$ cat src/rtl/logic_iddr_deser_align.sv
// logic_iddr_deser_align: assembles IDDR bit pairs into words and bitslips the word
// boundary until a continuous training pattern is seen LOCK_CNT times in a row.
module logic_iddr_deser_align #(
  parameter int WORD_W = 8,
  parameter logic [WORD_W-1:0] TRAIN_PAT = 8'hA5,
  parameter int LOCK_CNT = 4,
  parameter int ERR_LIMIT = 2,
  localparam int SW = $clog2(WORD_W)
) (
  input  logic              clk_node,
  input  logic              async_rst,
  input  logic              q1,
  input  logic              q2,
  input  logic              train_en,
  output logic [WORD_W-1:0] data_o,
  output logic              data_vld,
  output logic              locked,
  output logic [SW-1:0]     slip_cnt
);
  localparam int PW = $clog2(WORD_W / 2) < 1 ? 1 : $clog2(WORD_W / 2);
  localparam logic [PW-1:0] PH_LAST = PW'(WORD_W / 2 - 1);
  localparam logic [SW-1:0] SLIP_MAX = SW'(WORD_W - 1);
  localparam logic [3:0] LC = 4'(LOCK_CNT);
  localparam logic [3:0] EL = 4'(ERR_LIMIT);
  typedef enum logic [1:0] {HUNT, CHECK, LOCKED} state_t;
  state_t state;
  logic [2*WORD_W-1:0] sr, sr_next;
  logic [PW-1:0] phase;
  logic [WORD_W-1:0] word;
  logic [SW-1:0] slip_inc;
  logic [3:0] match_cnt, err_cnt;
  logic skip, emit, cmp;
  always_comb begin
    sr_next = {sr[2*WORD_W-3:0], q1, q2};
    word = sr_next[slip_cnt +: WORD_W];
    cmp = word == TRAIN_PAT;
    emit = phase == PH_LAST;
    slip_inc = (slip_cnt == SLIP_MAX) ? '0 : slip_cnt + SW'(1);
  end
  // Counters and state only move on emit edges while the partner is training.
  always_ff @(posedge clk_node or posedge async_rst) begin
    if (async_rst) begin
      sr <= '0;
      phase <= '0;
      data_o <= '0;
      data_vld <= 1'b0;
      locked <= 1'b0;
      slip_cnt <= '0;
      match_cnt <= '0;
      err_cnt <= '0;
      skip <= 1'b0;
      state <= HUNT;
    end else begin
      sr <= sr_next;
      phase <= emit ? '0 : phase + PW'(1);
      data_vld <= emit;
      if (emit) data_o <= word;
      if (emit && train_en) begin
        case (state)
          HUNT:
            if (skip) skip <= 1'b0;
            else if (cmp) begin
              match_cnt <= 4'd1;
              state <= (LC == 4'd1) ? LOCKED : CHECK;
              locked <= LC == 4'd1;
            end else begin
              slip_cnt <= slip_inc;
              skip <= 1'b1;
            end
          CHECK:
            if (cmp) begin
              match_cnt <= match_cnt + 4'd1;
              state <= (match_cnt + 4'd1 == LC) ? LOCKED : CHECK;
              locked <= match_cnt + 4'd1 == LC;
            end else begin
              state <= HUNT;
              match_cnt <= '0;
              slip_cnt <= slip_inc;
              skip <= 1'b1;
            end
          LOCKED:
            if (cmp) err_cnt <= '0;
            else if (err_cnt + 4'd1 == EL) begin
              state <= HUNT;
              locked <= 1'b0;
              err_cnt <= '0;
              match_cnt <= '0;
              skip <= 1'b0;
            end else err_cnt <= err_cnt + 4'd1;
          default: state <= HUNT;
        endcase
      end
    end
  end
endmodule

$ cat config.mk
export PLATFORM = sky130hd
export DESIGN_NAME = logic_iddr_deser_align
export DESIGN_NICKNAME = d
export VERILOG_FILES = /design/src/rtl/logic_iddr_deser_align.sv
export SDC_FILE = /design/constraint.sdc
export NUM_CORES = 1
export LEC_CHECK = 0
export BUFFER_PORTS_ARGS = -buffer_cell sky130_fd_sc_hd__buf_4
export CORE_AREA = 2 2 78 80
export CTS_CLUSTER_SIZE = 16
export DETAILED_ROUTE_END_ITERATION = 16
export DIE_AREA = 0 0 80 82
export GPL_TIMING_DRIVEN = 0
export PLACE_DENSITY = 0.54
export SLEW_MARGIN = 30
export SYNTH_ARGS = -nofsm -noshare
export SYNTH_HDL_FRONTEND = slang
export SYNTH_SLANG_ARGS = --single-unit
$ cat constraint.sdc
create_clock -name clk_node -period 8 [get_ports clk_node]
set_input_delay 0.8 -clock clk_node [delete_from_list [all_inputs] [get_ports clk_node]]
set_output_delay 0.8 -clock clk_node [all_outputs]
set_load 0.01 [all_outputs]
==> results of run 1 <==
[layer usage]
| metal | vias to the layer above | GRT usage (%) | wire [um] |
|---|---|---|---|
| met4 | 0 | 4.576 | 49 |
| li1 | 747 | - | - |
| met5 | - | 0 | 0 |
| met2 | 26 | 20.75 | 1801 |
| met1 | 744 | 19.83 | 2042 |
| met3 | 5 | 3.956 | 174 |
[synthesized netlist by cell type (2+ instances only)]
cell type and n:
sky130_fd_sc_hd__nand2_1 10, sky130_fd_sc_hd__nand4_1 2, sky130_fd_sc_hd__nor2b_1 3, sky130_fd_sc_hd__mux2_4 2, sky130_fd_sc_hd__nand3_1 6, sky130_fd_sc_hd__a21oi_1 10
sky130_fd_sc_hd__nand3b_1 2, sky130_fd_sc_hd__inv_1 7, sky130_fd_sc_hd__dfrtp_1 39, sky130_fd_sc_hd__clkbuf_1 5, sky130_fd_sc_hd__nand2b_1 4, sky130_fd_sc_hd__a211oi_1 2
sky130_fd_sc_hd__mux2i_1 6, sky130_fd_sc_hd__buf_2 4, sky130_fd_sc_hd__nor2_1 17, sky130_fd_sc_hd__o21ai_0 11, sky130_fd_sc_hd__mux4_2 10, sky130_fd_sc_hd__a31oi_1 2
sky130_fd_sc_hd__ha_1 10, sky130_fd_sc_hd__mux2_2 4, sky130_fd_sc_hd__nor3_1 5
[through the flow]
stage | cells | hold WS (ps) | power [W] | setup slack (ps)
after CTS | 288 | 411.9 | 0.0008127 | 4951
after detailed placement | 280 | 403.9 | 0.0006393 | 4844
after floorplan | 187 | 368.8 | 0.0005357 | 5066
after global placement | 279 | 387.9 | 0.0006362 | 4826
final | 288 | 418.3 | 0.0007991 | 5003
after global routing | 288 | 434.8 | 0.0008693 | 4680
[logic make-up after synthesis]
kind of cell,count (synthesis)
AND/OR/NAND/NOR,58
AO/OA/AOI/OAI,40
flip-flops,39
multiplexers,23
buffers and inverters,17
adder cells (fa/ha/maj),10
[cell type report]
cell class                      instances  area, um^2
Multi-Input combinational cell        131        1071
Inverter                                7       26.28
Tap cell                               75       93.84
Clock buffer                            5       68.82
Fill cell                             577        3264
Sequential cell                        39       975.9
Clock inverter                          3       47.55
Buffer                                 10       50.05
Timing Repair Buffer                   18       147.6
[power groups by stage]
stage | clock [W] | sequential, W | combinational, W
after CTS | 0.000174 | 0.000284 | 0.000355
after global routing | 0.000182 | 0.000292 | 0.000395
after global placement | 0 | 0.000287 | 0.000349
after detailed placement | 0 | 0.000287 | 0.000352
after floorplan | 0 | 0.000291 | 0.000244
final | 0.000166 | 0.000283 | 0.000350
[sequential cells by signal (all words and copies together), names as in the netlist]
register,cells
err_cnt,4
phase,2
locked,1
data_o,8
sr,13
slip_cnt,3
match_cnt,4
data_vld,1
state,2
skip,1
[worst max-delay path, cell delays in order, from the launching register on]
cell and delay (ps):
sky130_fd_sc_hd__dfrtp_1 380, sky130_fd_sc_hd__buf_2 280, sky130_fd_sc_hd__buf_2 270, sky130_fd_sc_hd__mux4_2 350, sky130_fd_sc_hd__nor4bb_1 400, sky130_fd_sc_hd__nor2_1 140, sky130_fd_sc_hd__o311a_1 370, sky130_fd_sc_hd__o21ai_2 320
sky130_fd_sc_hd__mux2_1 360
[worst min path at each step]
stage / from / end / slack, ps / cells after the start
6_report: sr[0] / sr[2] / 420 / 0
5_1_grt: sr[0] / sr[2] / 430 / 0
4_1_cts: sr[0] / sr[2] / 410 / 0
3_5_place_dp: sr[0] / sr[2] / 400 / 0
3_3_place_gp: sr[0] / sr[2] / 390 / 0
2_1_floorplan: sr[0] / sr[2] / 370 / 0
==> implementation parameters, run 1 <==
Parameter                              Value

Logic synthesis
  Average footprint of a synthesized cell    11.35 um^2
  Simple logic cell fraction of the synthesized area    14.38%
  Netlist Area Pre-Place    2123 um^2
  Syn Inst Count    around 190
  Post-Synth XOR/XNOR Area    0%
  Share of the synthesized area in the top cell type    between 40% and 50%
  Main synth FF type    sky130_fd_sc_hd__dfrtp_1
  Post-synthesis register bit count    39
  Multiplexer area fraction after synthesis    17.50%
  Synth warnings    0
  Synth Area in Compound Gates    12.67%
  Number of distinct library cell variants in the gate-level netlist after synthesis    47
  Post-Synthesis Net Count    202
  Number of enable-type register cells in the synthesized netlist    0
  Share of synthesized flip-flops with an asynchronous set or reset    100.0%
  Post-synthesis sequential area ratio    45.96%
  Cells taking the most area after synthesis    sky130_fd_sc_hd__dfrtp_1 46%, sky130_fd_sc_hd__mux4_2 11%, sky130_fd_sc_hd__ha_1 5.9%
  Post-Synth Adder-Cell Area    5.893%
  Main combinational cell family by area after synthesis    multiplexers
  Post-synth top area cell    sky130_fd_sc_hd__dfrtp_1

Floorplan
  Core Rows    28
  Initial Utilization    36.96%
  I/O pin count    18
  X dimension of the die    around 80 um
  Floorplan die area    about 6600 um^2
  DIE HEIGHT    82 um
  Core Footprint    5746 um^2

Power and ir drop
  Static leakage    between 1 and 1.5 nW
  Share of power burned in registers    35.4%
  Logic pwr share    43.8%
  Proportion of power drawn by the clock network    20.8%
  Pwr Density    322.1 nW/um^2
  Peak supply drop    between 0.1 and 0.15 mV
  Reported net switching power    ~0.00029 W
  Design internal power    a little over 0.0005 W
  Switching fraction of total power    36.03%

GRT
  Number of global-route vias before repair    around 1,400
  GRT Overall Usage    14.01%
  Total congestion overflow    0
  Number of antenna violations at the first check in global routing    0
  Largest net degree at the start of global routing    30
  Global-route wire length before repair    between 7000 and 8000 um

Cells and area
  Post-Layout Inst Area    2481 um^2
  Most common cell after layout, fill and taps aside    sky130_fd_sc_hd__dfrtp_1
  Share of cells above drive strength 1    25.82%
  Commonest cells after routing, fill and taps aside    39 x sky130_fd_sc_hd__dfrtp_1, 17 x sky130_fd_sc_hd__nor2_1, 17 x sky130_fd_sc_hd__buf_4, 11 x sky130_fd_sc_hd__o21ai_0
  Diodes inserted    0
  Synthesis-to-layout area growth    16.85%
  Post-route core utilization    43.18%
  Fin nets    227

Timing
  Clock skew after layout    4.436 ps
  Max-slew violations    0
  Final setup violation count    0
  Period utilization    37.46%
  Accumulated negative setup slack    0 ps
  Unrepaired setup endpoints after global routing    no
  Fmax    around 330 MHz
  Headroom to the max-slew limit    69.57%
  Number of hold violations in the final report    0
  Least-Margin Pin Slew    between 400 and 500 ps
  Tmin final    about 3000 ps

Drt
  Number of DRC markers after the initial detailed-route iteration    105
  Final routed DRC violation total    0
  Number of detailed-routing iterations run before antenna repair    4
  Via-to-Cell Ratio    5.285
  Remaining antenna violation count after routing    0
  Detailed-route via count    1,522
  Sum of routed wire length over all layers    4067 um
  Routed len/inst    14.12 um

Worst setup path
  Worst reg2reg setup slack    5000 ps
  Worst setup path endpoint    match_cnt[0]
  Critical path endpoint category    flip-flop
  WS Path Type    flip-flop to flip-flop
  Required time reported for the critical path endpoint    8170 ps
  Critical path launch point    slip_cnt[0]
  Kind of start point of the critical path    flip-flop
  FF-to-FF path depth    8
  Endpoint of the worst register-to-register path    match_cnt[0]
  WP data arrival    3170 ps
  Reg-to-reg critical path startpoint    slip_cnt[0]
  Maximum fanout along the worst path    10

Clock tree
  Clock tree from TritonCTS    done
  Sinks on Clock Net    39
  CTS Root Cell    sky130_fd_sc_hd__clkbuf_8
  Number of buffers added by the clock tree synthesis step    5
  Clock latency at the later pin of the worst-skew pair    290 ps
  Clock transition at the register clock pins on the worst setup and hold paths after CTS    80 ps
  Post-CTS Setup Bufs    0
  Largest buffer count on any clock path    2
  Number of hold buffers added after cts    0
  Post-cts repair resize count    0
  CTS H-tree depth    2

Placed design
  Dpl cell area    2365 um^2
  Detailed-placement wirelength estimate    between 3000 and 4000 um
  Port Buf Inserts    17
  Routability congestion estimate from global placement    0.7626

Status
  Run status    finished, final reports clean

Hold path
  Tightest Hold Check Type    flip-flop to flip-flop

Flow run
  Total of max-cap violations    0
Power figures use the tool's default switching activity.
==> run 2: changes to the inputs <==
Clock period 8 ns to 3.1 ns, I/O delays scaled along.
==> implementation parameters, run 2 (synthesis gave the netlist of run 1 again) <==
Parameter                              Value

Status
  Run status    finished, final reports clean

Flow run
  Total of max-cap violations    0 (unchanged)

Power and ir drop
  Pwr Density    833.8 nW/um^2 (+160%)
  Reported net switching power    0.0007660 W (+170%)
  Static leakage    1.074 nW (+1.5%)
  Share of power burned in registers    34.7% (-0.7 points)
  Logic pwr share    44.9% (+1.1 points)
  Design internal power    0.001341 W (+160%)
  Proportion of power drawn by the clock network    20.4% (-0.4 points)
  Peak supply drop    0.2574 mV (+100%)
  Switching fraction of total power    36.35% (+0.32 points)

Hold path
  Tightest Hold Check Type    input pin to flip-flop

Placed design
  Detailed-placement wirelength estimate    3067 um (unchanged)
  Port Buf Inserts    17 (unchanged)
  Pre-CTS setup slack    58.77 ps (-4786 ps)
  Number of cells in the design after placement    280 (unchanged)
  Routability congestion estimate from global placement    0.7626 (unchanged)

GRT
  Number of global-route vias before repair    1,460 (+0.83%)
  GRT Overall Usage    14.06% (+0.047 points)
  Total congestion overflow    0 (unchanged)
  Largest net degree at the start of global routing    30 (unchanged)
  Global-route wire length before repair    7100 um (+0.40%)
  Number of antenna violations at the first check in global routing    0 (unchanged)

Cells and area
  Diodes inserted    0 (unchanged)
  Register with the most flip-flops    sr
  Number of standard cells in the layout, taps in and fillers out    289 (+0.35%)
  Commonest cells after routing, fill and taps aside    39 x sky130_fd_sc_hd__dfrtp_1, 17 x sky130_fd_sc_hd__nor2_1, 17 x sky130_fd_sc_hd__buf_4, 11 x sky130_fd_sc_hd__o21ai_0
  Post-route core utilization    43.99% (+0.81 points)
  Number of flip-flops in the largest register    13 (unchanged)
  Share of cells above drive strength 1    27.10% (+1.3 points)
  Largest registers in the final layout    sr x13, data_o x8
  Most common cell after layout, fill and taps aside    sky130_fd_sc_hd__dfrtp_1
  Fin nets    228 (+0.44%)
  Synthesis-to-layout area growth    19.03%

Clock tree
  Clock latency at the later pin of the worst-skew pair    290 ps (about the same)
  Post-CTS Setup Bufs    0 (unchanged)
  CTS Root Cell    sky130_fd_sc_hd__clkbuf_8
  CTS H-tree depth    2 (unchanged)
  Sinks on Clock Net    39 (unchanged)
  Clock tree from TritonCTS    done
  Number of buffers added by the clock tree synthesis step    5 (unchanged)
  Largest buffer count on any clock path    2 (unchanged)
  Clock transition at the register clock pins on the worst setup and hold paths after CTS    80 ps (about the same)

Worst setup path
  Sequence of cells on the critical path    clkbuf_4 -> clkbuf_4 -> mux4_2 -> mux2i_2 -> nand3_2 -> o311a_1 -> or2_1 -> nand3_2 -> mux2_4
  Required time reported for the critical path endpoint    3280 ps (-4890 ps)
  Highest-delay cell along the critical path    sky130_fd_sc_hd__mux4_2
  WP data arrival    3070 ps (-100 ps)
  Peak per-stage delay on the critical path    520 ps (+120 ps)
  Critical path endpoint category    flip-flop
  Maximum fanout along the worst path    10 (unchanged)
  Kind of start point of the critical path    flip-flop
  WS Path Type    flip-flop to flip-flop

Floorplan
  DIE HEIGHT    82 um (unchanged)
  X dimension of the die    80 um (unchanged)
  Floorplan die area    6560 um^2 (unchanged)
  I/O pin count    18 (unchanged)
  Initial Utilization    36.96% (unchanged)
  Core Footprint    5746 um^2 (unchanged)
  Core Rows    28 (unchanged)

Timing
  Fmax    345.6 MHz (+3.6%)
  Final setup violation count    0 (unchanged)
  Fin worst setup slack    206.8 ps (-4797 ps)
  Hold Worst Slack    140.2 ps (-278.0 ps)
  Headroom to the max-slew limit    68.54% (-1.0 points)
  Clock skew after layout    6.611 ps (+2.175 ps)
  Unrepaired setup endpoints after global routing    no
  Max-slew violations    0 (unchanged)
  Tmin final    2893 ps (-103.5 ps)
  Number of hold violations in the final report    0 (unchanged)
  Period utilization    93.33% (+56 points)
  Least-Margin Pin Slew    472.0 ps (+15.50 ps)
  Accumulated negative setup slack    0 ps (unchanged)

Drt
  Sum of routed wire length over all layers    4088 um (+0.52%)
  Number of DRC markers after the initial detailed-route iteration    84 (-20%)
  Via-to-Cell Ratio    5.298 (+0.24%)
  Detailed-route via count    1,531 (+0.59%)
  Remaining antenna violation count after routing    0 (unchanged)
  Final routed DRC violation total    0 (unchanged)
  Number of detailed-routing iterations run before antenna repair    4 (unchanged)
  Routed len/inst    14.15 um (+0.17%)
run 2: path summary, 6_finish.rpt:
kind,from,to,slack (ps),cells past startpoint
min,q2,sr[0],140,1
min reg2reg,sr[0],sr[2],420,0
max,slip_cnt[0],state[0],210,9
max reg2reg,slip_cnt[0],state[0],210,9
min in group asynchronous,async_rst,err_cnt[2],500,3
max in group asynchronous,async_rst,slip_cnt[1],2160,4
run 2: routing by layer:
metal / global-route usage (%) / vias to the layer above / wire length (um) / part of all wire, %
met5: 0 / - / 0 / 0
met3: 3.956 / 5 / 169 / 4.1
li1: - / 752 / - / -
met4: 4.576 / 0 / 49 / 1.2
met2: 20.92 / 24 / 1803 / 44
met1: 19.83 / 750 / 2066 / 51
run 2: what timing repair did:
item | CTS | global route
hold buffers | 1 | 0
resized for setup | 0 | 7
setup endpoints to repair | 0 | 11
endpoints found under the hold margin | 10 | 0
run 2: final cells by class:
cell class / instances / area, um^2
inverter: 7 / 26.28
buffer: 10 / 55.05
multi-input combinational: 131 / 1102
timing repair buffer: 19 / 157.7
fill: 569 / 3218
clock buffer: 5 / 68.82
clock inverter: 3 / 47.55
sequential: 39 / 975.9
tap: 75 / 93.84
run 2: stage by stage:
step                instance area (um^2)  total power [W]
floorplan                           2123         0.001382
global placement                    2345         0.001642
detailed placement                  2365         0.001650
CTS                                 2491         0.002098
global route                        2527         0.002286
finish                              2527         0.002107
run 2: power by group through the flow:
stage	registers [W]	clock network, W	logic (W)
4_1_cts	0.000732	0.000449	0.000917
6_report	0.000732	0.000430	0.000945
2_1_floorplan	0.000752	0	0.000631
5_1_grt	0.000755	0.000470	0.00106
3_3_place_gp	0.000741	0	0.000901
3_5_place_dp	0.000741	0	0.000909
run 2: critical path, delay by kind of cell (launching register included):
| family | cells | cell delay [ps] |
|---|---|---|
| compound gates | 1 | 360 |
| buf+inv | 2 | 470 |
| flops | 1 | 380 |
| mux | 3 | 1030 |
| simple gates | 3 | 540 |
==> run 3: changes to the inputs <==
Settings changed: ABC_AREA set to 1, ABC_CLOCK_PERIOD_IN_PS set to 3100, CORE_AREA 2 2 78 80 to 2 2 80 82, DIE_AREA 0 0 80 82 to 0 0 82 84, SETUP_SLACK_MARGIN set to 0.3.
==> implementation parameters, run 3 <==
Parameter                              Value

Clock tree
  Largest buffer count on any clock path    2 (unchanged)
  Post-cts repair resize count    0 (unchanged)
  Sinks on Clock Net    39 (unchanged)
  Number of hold buffers added after cts    1 (unchanged)
  Clock latency at the later pin of the worst-skew pair    290 ps (about the same)
  Clock transition at the register clock pins on the worst setup and hold paths after CTS    80 ps (about the same)
  Clock tree from TritonCTS    done
  CTS H-tree depth    2 (unchanged)
  Number of buffers added by the clock tree synthesis step    5 (unchanged)
  Post-CTS Setup Bufs    0 (unchanged)
  CTS Root Cell    sky130_fd_sc_hd__clkbuf_8

Drt
  Number of DRC markers after the initial detailed-route iteration    77 (-8.3%)
  Via-to-Cell Ratio    4.813 (-9.2%)
  Detailed-route via count    1,877 (+23%)
  Remaining antenna violation count after routing    0 (unchanged)
  Routed len/inst    11.88 um (-16%)
  Final routed DRC violation total    0 (unchanged)
  Number of detailed-routing iterations run before antenna repair    4 (unchanged)
  Sum of routed wire length over all layers    4633 um (+13%)

Worst setup path
  Highest-delay cell along the critical path    sky130_fd_sc_hd__dfrtp_1
  Required time reported for the critical path endpoint    3290 ps (about the same)
  Kind of start point of the critical path    flip-flop
  FF-to-FF path depth    13 (+4)
  Worst setup path endpoint    skip
  Peak per-stage delay on the critical path    480 ps (-40 ps)
  Critical path endpoint category    flip-flop
  Most common cell on crit path    sky130_fd_sc_hd__nand2_1
  WS Path Type    flip-flop to flip-flop
  Maximum fanout along the worst path    10 (unchanged)
  Reg-to-reg critical path startpoint    slip_cnt[1]
  Endpoint of the worst register-to-register path    skip
  Critical path launch point    slip_cnt[1]
  WP data arrival    2250 ps (-820 ps)
  Sequence of cells on the critical path    inv_2 -> buf_2 -> nand3_2 -> nand2_1 -> nand2_1 -> nand2_2 -> nand2_1 -> nor2_2 -> nand2_4 -> o21ai_4 -> nor2_1 -> nand2_1 -> nand2_1
  Worst reg2reg setup slack    1040 ps (+830 ps)

Logic synthesis
  Post-Synthesis Net Count    301 (+49%)
  Cells taking the most area after synthesis    sky130_fd_sc_hd__dfrtp_1 43%, sky130_fd_sc_hd__nand2_1 15%, sky130_fd_sc_hd__nand3_1 9.1%
  Number of enable-type register cells in the synthesized netlist    0 (unchanged)
  Top cell types by occurrence after synthesis    88 x sky130_fd_sc_hd__nand2_1, 41 x sky130_fd_sc_hd__nand3_1, 39 x sky130_fd_sc_hd__dfrtp_1
  Share of synthesized flip-flops with an asynchronous set or reset    100.0% (unchanged)
  Most repeated cell in the gate-level netlist after synthesis    sky130_fd_sc_hd__nand2_1
  Post-synthesis sequential area ratio    43.48% (-2.5 points)
  Netlist Area Pre-Place    2245 um^2 (+5.7%)
  Main synth FF type    sky130_fd_sc_hd__dfrtp_1
  Post-synthesis register bit count    39 (unchanged)
  Syn Inst Count    286 (+53%)
  Post-synth top area cell    sky130_fd_sc_hd__dfrtp_1
  Average footprint of a synthesized cell    7.848 um^2 (-31%)
  Share of the synthesized area in the top cell type    43.48% (-2.5 points)
  Number of distinct library cell variants in the gate-level netlist after synthesis    29 (-38%)
  Synth warnings    0 (unchanged)

Cells and area
  Diodes inserted    0 (unchanged)
  Synthesis-to-layout area growth    16.56%
  Largest registers in the final layout    sr x13, data_o x8
  Number of flip-flops in the largest register    13 (unchanged)
  Fill cells    644 (+13%)
  Fin nets    327 (+43%)
  Most common cell after layout, fill and taps aside    sky130_fd_sc_hd__nand2_1
  Share of cells above drive strength 1    15.97% (-11 points)
  Commonest cells after routing, fill and taps aside    88 x sky130_fd_sc_hd__nand2_1, 41 x sky130_fd_sc_hd__nand3_1, 39 x sky130_fd_sc_hd__dfrtp_1, 24 x sky130_fd_sc_hd__nor2_1, 21 x sky130_fd_sc_hd__inv_1
  Register with the most flip-flops    sr
  Post-Layout Inst Area    2616 um^2 (+3.5%)

Hold path
  Tightest Hold Check Type    input pin to flip-flop

Timing
  Final setup violation count    0 (unchanged)
  Tmin final    2062 ps (-831.3 ps)
  Period utilization    66.51% (-27 points)
  Max-slew violations    0 (unchanged)
  Unrepaired setup endpoints after global routing    no
  Accumulated negative setup slack    0 ps (unchanged)
  Fmax    485.0 MHz (+40%)
  Number of hold violations in the final report    0 (unchanged)
  Headroom to the max-slew limit    69.38% (+0.85 points)
  Clock skew after layout    4.912 ps (-1.699 ps)
  Least-Margin Pin Slew    459.3 ps (-12.69 ps)

GRT
  Number of global-route vias before repair    1,764 (+21%)
  Largest net degree at the start of global routing    26 (-13%)
  Global-route wire length before repair    8079 um (+14%)
  Total congestion overflow    0 (unchanged)
  GRT Overall Usage    15.25% (+1.2 points)
  Number of antenna violations at the first check in global routing    0 (unchanged)

Power and ir drop
  Pwr Density    805.9 nW/um^2 (-3.3%)
  Static leakage    1.333 nW (+24%)
  Peak supply drop    0.2906 mV (+13%)

Floorplan
  Core Rows    29 (+3.6%)
  I/O pin count    18 (unchanged)
  Initial Utilization    36.82% (-0.13 points)
  Floorplan die area    6888 um^2 (+5.0%)
  X dimension of the die    82 um (+2.5%)
  Core Footprint    6096 um^2 (+6.1%)
  DIE HEIGHT    84 um (+2.4%)

Placed design
  Routability congestion estimate from global placement    0.8065 (+5.8%)
  Dpl cell area    2489 um^2 (+5.2%)
  Port Buf Inserts    17 (unchanged)
  Detailed-placement wirelength estimate    3550 um (+16%)

Flow run
  Total of max-cap violations    0 (unchanged)

Status
  Run status    finished, final reports clean
==> run 3: changes by cell type after synthesis, sizes merged, moves of 6 or more <==
cell	delta
nor2	+11
mux2	-7
nor3	-6
a21oi	-6
o21ai	+7
mux4	-10
nand3	+36
nand2	+86
mux2i	-6
inv	+17
==> run 3: through the flow <==
stage                     setup WS (ps)  utilization [%]  power, W  cells  hold WS [ps]
after CTS                          1011            42.92  0.002137    390         119.8
after global routing              778.8            42.92  0.002300    390         116.4
final                              1038            42.92  0.002108    390         125.8
after global placement             1047            40.50  0.001679    380         386.7
after floorplan                    1289                -  0.001394    286         341.4
after detailed placement           1044            40.83  0.001682    381         306.1
==> run 3: worst min-delay path by stage <==
stage              start          end  slack (ps)  cells past startpoint
2_1_floorplan         q2        sr[0]         340                      0
6_report              q2        sr[0]         130                      1
4_1_cts               q2        sr[0]         120                      1
3_3_place_gp       sr[8]       sr[10]         390                      0
3_5_place_dp   async_rst  slip_cnt[0]         310                      2
5_1_grt               q2        sr[0]         120                      1
==> run 3: logic make-up after synthesis <==
logic type | share of synthesized area (%)
flip-flops | 43.48
adder cells (fa/ha/maj) | 5.574
AO/OA/AOI/OAI | 8.027
XOR/XNOR | 1.561
AND/OR/NAND/NOR | 33.84
buffers and inverters | 7.525
==> run 3: area by class of cell <==
class                   instances  area (um^2)  share of cell area (%)
clock buffers                   6        82.58                   3.156
multi-input cells             214         1100                   42.04
inverters                      25        101.3                   3.874
flip-flops and latches         39        975.9                   37.30
clock inverters                 2        35.03                   1.339
plain buffers                   8        67.56                   2.582
repair buffers                 19        157.7                   6.026
well taps                      77        96.34                   3.682
==> run 3: worst max-delay path, delay by kind of cell (launching register included) <==
family	cells	cell delay, ps
compound gates	1	270
buf+inv	2	350
flops	1	480
simple gates	10	850
==> run 3: power by group <==
part / internal [W] / switching, W / total, W / leakage (nW)
Combinational: 0.000397 / 0.000592 / 0.000989 / 0.799
Clock: 0.000261 / 0.000186 / 0.000447 / 0.0612
Sequential: 0.000600 / 0.0000728 / 0.000672 / 0.472
Total: 0.00126 / 0.000851 / 0.00211 / 1.33
==> run 3: metal layers <==
metal  vias to the layer above  GRT usage [%]  routed length, um
li1                        975              -                  -
met3                         5          3.463                166
met5                         -              0                  0
met2                        32          22.17               2035
met1                       865          22.21               2350
met4                         0          5.000                 80
